`src/rtl/spi_target.sv`:
```
`default_nettype none
// ============================================================================
// Module   : spi_target
// Brief    : SPI mode-0 target. Oversamples host SCK/CS_n/MOSI in the clk
//            domain, receives words into a one-entry RX holding register and
//            shifts CPU-loaded words out on MISO from a one-entry TX buffer.
//            DATA_WIDTH must be at least 2.
// Revision : 1.0 - initial release
// ============================================================================
module spi_target #(
  parameter int DATA_WIDTH = 8
) (
  input  logic                  clk,
  input  logic                  rstn,
  input  logic                  spi_sck_in,
  input  logic                  spi_cs_n_in,
  input  logic                  spi_mosi_in,
  output logic                  spi_miso,
  output logic                  spi_miso_oe,
  input  logic [DATA_WIDTH-1:0] tx_data,
  input  logic                  tx_load,
  output logic                  tx_empty,
  output logic [DATA_WIDTH-1:0] rx_data,
  output logic                  rx_valid,
  input  logic                  rx_read,
  output logic                  rx_overrun,
  input  logic                  clear_overrun,
  output logic                  selected,
  output logic                  txn_end
);

  localparam int CNT_W = (DATA_WIDTH > 1) ? $clog2(DATA_WIDTH) : 1;
  localparam logic [CNT_W-1:0] CNT_LAST = CNT_W'(DATA_WIDTH - 1);

  localparam logic [0:0] ST_IDLE   = 1'b0;
  localparam logic [0:0] ST_ACTIVE = 1'b1;

  logic [0:0] state;
  logic [0:0] state_nxt;

  // Synchroniser chains; the third SCK/CS_n flop exists only for edge detection.
  logic sck_s1, sck_s2, sck_s3;
  logic cs_s1, cs_s2, cs_s3;
  logic mosi_s1, mosi_s2;

  logic [DATA_WIDTH-1:0] tx_buf;
  logic [DATA_WIDTH-1:0] shift_out;
  logic [DATA_WIDTH-1:0] shift_in;
  logic [DATA_WIDTH-1:0] word_in;
  logic [CNT_W-1:0]      bit_cnt;

  logic sck_rise, sck_fall, cs_fall, cs_rise;
  logic start, stop, act_rise, act_fall, reload, word_done;

  // Bring the asynchronous pins into clk; flops idle at the inactive pin levels.
  always_ff @(posedge clk or negedge rstn) begin
    if (!rstn) begin
      sck_s1  <= 1'b0;
      sck_s2  <= 1'b0;
      sck_s3  <= 1'b0;
      cs_s1   <= 1'b1;
      cs_s2   <= 1'b1;
      cs_s3   <= 1'b1;
      mosi_s1 <= 1'b0;
      mosi_s2 <= 1'b0;
    end else begin
      sck_s1  <= spi_sck_in;
      sck_s2  <= sck_s1;
      sck_s3  <= sck_s2;
      cs_s1   <= spi_cs_n_in;
      cs_s2   <= cs_s1;
      cs_s3   <= cs_s2;
      mosi_s1 <= spi_mosi_in;
      mosi_s2 <= mosi_s1;
    end
  end

  assign sck_rise = sck_s2 & ~sck_s3;
  assign sck_fall = ~sck_s2 & sck_s3;
  assign cs_fall  = ~cs_s2 & cs_s3;
  assign cs_rise  = cs_s2 & ~cs_s3;

  // Deselection takes priority over any SCK edge seen in the same cycle.
  assign start     = (state == ST_IDLE) && cs_fall;
  assign stop      = (state == ST_ACTIVE) && cs_rise;
  assign act_rise  = (state == ST_ACTIVE) && sck_rise && !cs_rise;
  assign act_fall  = (state == ST_ACTIVE) && sck_fall && !cs_rise;
  assign reload    = start || (act_fall && (bit_cnt == '0));
  assign word_done = act_rise && (bit_cnt == CNT_LAST);
  assign word_in   = {shift_in[DATA_WIDTH-2:0], mosi_s2};

  // FSM state register.
  always_ff @(posedge clk or negedge rstn) begin
    if (!rstn) state <= ST_IDLE;
    else       state <= state_nxt;
  end

  // FSM next-state: follow the synchronised chip select.
  always_comb begin
    state_nxt = state;
    case (state)
      ST_IDLE:   if (cs_fall) state_nxt = ST_ACTIVE;
      ST_ACTIVE: if (cs_rise) state_nxt = ST_IDLE;
      default:   state_nxt = ST_IDLE;
    endcase
  end

  // FSM outputs: MISO driven only while selected, MSB of the shifter first.
  always_comb begin
    selected    = (state == ST_ACTIVE);
    spi_miso_oe = selected;
    spi_miso    = selected ? shift_out[DATA_WIDTH-1] : 1'b0;
  end

  // TX buffer: a CPU load always lands in the buffer, even during a reload.
  always_ff @(posedge clk or negedge rstn) begin
    if (!rstn) begin
      tx_buf   <= '0;
      tx_empty <= 1'b1;
    end else if (tx_load) begin
      tx_buf   <= tx_data;
      tx_empty <= 1'b0;
    end else if (reload) begin
      tx_empty <= 1'b1;
    end
  end

  // Shift-out register: reload at word boundaries, otherwise shift on SCK fall.
  always_ff @(posedge clk or negedge rstn) begin
    if (!rstn) begin
      shift_out <= '0;
    end else if (reload) begin
      shift_out <= tx_empty ? '1 : tx_buf;
    end else if (act_fall) begin
      shift_out <= shift_out << 1;
    end
  end

  // Shift-in register and bit counter; a deselect restarts the word.
  always_ff @(posedge clk or negedge rstn) begin
    if (!rstn) begin
      shift_in <= '0;
      bit_cnt  <= '0;
    end else if (stop) begin
      bit_cnt  <= '0;
    end else if (act_rise) begin
      shift_in <= word_in;
      bit_cnt  <= word_done ? '0 : bit_cnt + 1'b1;
    end
  end

  // RX holding register and status; a new word or overrun beats a clear.
  always_ff @(posedge clk or negedge rstn) begin
    if (!rstn) begin
      rx_data    <= '0;
      rx_valid   <= 1'b0;
      rx_overrun <= 1'b0;
    end else begin
      if (word_done && (!rx_valid || rx_read)) begin
        rx_data  <= word_in;
        rx_valid <= 1'b1;
      end else if (rx_read) begin
        rx_valid <= 1'b0;
      end
      if (word_done && rx_valid && !rx_read) begin
        rx_overrun <= 1'b1;
      end else if (clear_overrun) begin
        rx_overrun <= 1'b0;
      end
    end
  end

  // One-cycle end-of-transaction pulse.
  always_ff @(posedge clk or negedge rstn) begin
    if (!rstn) txn_end <= 1'b0;
    else       txn_end <= stop;
  end

endmodule
`default_nettype wire

```
`config.mk`:
```
export PLATFORM = sky130hd
export DESIGN_NAME = spi_target
export DESIGN_NICKNAME = d
export VERILOG_FILES = /design/src/rtl/spi_target.sv
export SDC_FILE = /design/constraint.sdc
export NUM_CORES = 1
export LEC_CHECK = 0
export CORE_MARGIN = 4
export CORE_UTILIZATION = 46
export CTS_BUF_LIST = sky130_fd_sc_hd__clkbuf_8
export CTS_CLUSTER_DIAMETER = 100
export CTS_CLUSTER_SIZE = 8
export DETAILED_ROUTE_END_ITERATION = 12
export PLACE_DENSITY = 0.73
export SLEW_MARGIN = 30
export SYNTH_ARGS = -nofsm -noshare
export SYNTH_HDL_FRONTEND = slang
export SYNTH_SLANG_ARGS = --single-unit
```
`constraint.sdc`:
```
create_clock -name clk -period 1.7 [get_ports clk]
set_clock_uncertainty 0.05 [all_clocks]
set_input_delay 0.34 -clock clk [delete_from_list [all_inputs] [get_ports clk]]
set_output_delay 0.34 -clock clk [all_outputs]
set_load 0.01 [all_outputs]
```
==> results.toml <==
[outcome]
outcome = "finished, final reports clean"

[place]
placed_cell_area_sq_um = 2420
dp_cells = 230
numPortBuffers = 30
place.gp.congestion = 0.874
dp_hpwl_um = 3070
pre_cts_slack_ns = -0.0757

[route]
ant_nets = 0
firstDrtPassIters = 4
drt_iter0_drc = 66
avgRoutedWirePerCell_um = 17.5
post_drt_via_cell_ratio = 5.66
drc_errors = 0
route.vias.total = 1369
drt-total-wl_um = 4230

[sta]
relSlewSlack = 0.707
hold_viol_final = 0
timing.final.crit_period_ns = 1.69
tightest_slew_ns = 0.439
fin_ws_ns = 0.0130
timing.final.crit_share = 0.992
rsz0062_at_grt = "no"
slew_viol_final = 0
fmax_mhz = 593
finalSetupViolCount = 0

[layout]
instances_no_fill = 242
multi_input_area_sq_um = 801
fillCellCount = 342
seqCellArea_sq_um = 1180
syn_to_final_growth_pct = 29.9
fin_nets = 210
post-route-cell-area_sq_um = 2610
num_antenna_cells = 0
drive_above_1_share = 0.354

[clocking]
htreeDepth = 2
clk_path_buf_depth = 2
clkSinkCount = 47
cts_tree = "built"
clk_pin_slew_ns = 0.08
clockRootBuffer = "clkbuf_8"
insertion_delay_ns = 0.30
numCtsBuffers = 5

[synth]
ys.flop_type = "dfrtp_1"
synth-xor-area-share = 0
syn_inst = 147
synth-async-reset-ratio = 1.00
synth_adder_area_share = 0.0187
synth_warnings = 0
synth_area_sq_um = 2010
muxShareOfSynthArea = 0.136
synth_edf_count = 0
synth_compound_area_frac = 0.133
ys_ff_latch = 47
yosysSeqAreaShare = 0.588
synthesis.nets = 166
synthSimpleGateAreaFrac = 0.0872
syn_avg_cell_area_sq_um = 13.7
synth_cell_types = 38
synth_top_family_by_area = "multiplexers"

[die]
dieArea_sq_um = 5490
core_sq_um = 4120
pin_count = 31
die_w_um = 74.1
initial_utilization = 0.488
placementRows = 23
die_h_um = 74.1

[grt]
grt_pass1_vias = 1480
track_usage = 0.173
grt_pass1_wl_um = 7110
grt_overflow_total = 0
antenna_found_initial = 0
grt_max_degree = 20

[critical_path]
startpoint_type = "flip-flop"
critPathKind = "flip-flop to flip-flop"
endpoint_kind = "flip-flop"
worstPathRequired_ns = 1.82
crit_arrival_ns = 1.80
crit_path_max_fanout = 16

[power]
pwr_density_cell_nw_per_um2 = 1110
power_leakage_nw = 1.18
power_w = 0.00291
ir_drop_mv = 0.747

[min_path]
hp-class = "flip-flop to flip-flop"

[flow_run]
drv_cap = 0
## critical path, stage by stage (launching register included)
cell and delay (ns):
dfstp_2 0.56, or3b_4 0.41, buf_12 0.17, a211oi_1 0.26, o31ai_1 0.10
## sequential cells by signal, summed over array words and instances (netlist names), 3 cells and up
signal     flops
rx_data        8
shift_out      8
tx_buf         8
shift_in       7
bit_cnt        3
## cell usage after synthesis (3+ instances only)
library cell	instances	area (sq um)
a211oi_1	5	37.5
nor2_1	3	11.3
dfrtp_1	43	1080
inv_1	4	15.0
nor3_1	7	35.0
buf_4	3	22.5
ha_1	3	37.5
mux2_2	23	259
dfstp_2	4	105
o31ai_1	10	75.1
o311ai_0	7	61.3
## area by class of cell
type / instances / share of cell area
clock buffers: 5 / 0.0264
clock inverters: 3 / 0.0144
inverters: 4 / 0.00575
multi-input cells: 86 / 0.307
flip-flops and latches: 47 / 0.453
well taps: 50 / 0.0240
repair buffers: 47 / 0.170
## cell usage in the layout (no fill, tap or decap), types with 4 or more instances in the layout
cell	count
dfstp_2	4
clkbuf_8	5
a211oi_2	6
clkdlybuf4s50_1	25
o311ai_0	5
buf_4	14
mux2_2	23
o31ai_1	9
dfrtp_1	43
nor3_1	7
inv_1	6
## where the power goes
group / internal (W) / total, W / switching [W]
combinational: 0.000348 / 0.000657 / 0.000310
clock: 0.000428 / 0.000785 / 0.000357
sequential: 0.00133 / 0.00147 / 0.000137
## cell families (layout without fill, tap and decap cells)
| kind of cell | count (synthesis) | in the layout |
|---|---|---|
| AOI/OAI and AO/OA | 32 | 32 |
| adders and majority gates | 3 | 3 |
| buffers and inverters | 14 | 59 |
| DFF | 47 | 47 |
| muxes | 24 | 24 |
| and+or+nand+nor | 27 | 27 |
## final timing paths
kind                                  from  slack [ns]  cells after the start                  endpoint
max                        cs_s3$_DFF_PN1_        0.01                      4  shift_out[3]$_DFFE_PN0P_
min                        cs_s1$_DFF_PN1_        0.31                      0           cs_s2$_DFF_PN1_
max reg2reg                cs_s3$_DFF_PN1_        0.01                      4  shift_out[3]$_DFFE_PN0P_
min reg2reg                cs_s1$_DFF_PN1_        0.31                      0           cs_s2$_DFF_PN1_
max in group asynchronous             rstn        0.53                      3      tx_empty$_DFFE_PN1P_
min in group asynchronous             rstn        0.46                      2        selected$_DFF_PN0_
## metal layers
metal | share of wire | global-route usage
met1 | 0.42 | 0.220
met2 | 0.52 | 0.284
met3 | 0.035 | 0.0419
met4 | 0.021 | 0.0704
met5 | 0 | 0
## stage by stage
| step | setup TNS [ns] | hold slack, ns | util |
|---|---|---|---|
| 6_report | 0 | 0.308 | 0.634 |
| 5_1_grt | 0 | 0.314 | 0.634 |
| 4_1_cts | 0 | 0.308 | 0.620 |
| 3_5_place_dp | -0.428 | 0.260 | 0.588 |
| 3_3_place_gp | 0 | 0.249 | 0.588 |
| 2_1_floorplan | 0 | -0.00559 | - |
## timing repair
item,in CTS,in global routing
resized for setup,6,12
gates cloned,0,0
endpoints found under the setup margin,18,26
endpoints found under the hold margin,14,0
hold buffers,1,0
setup buffers,1,2
No activity file was read; power rests on OpenSTA's default activity.
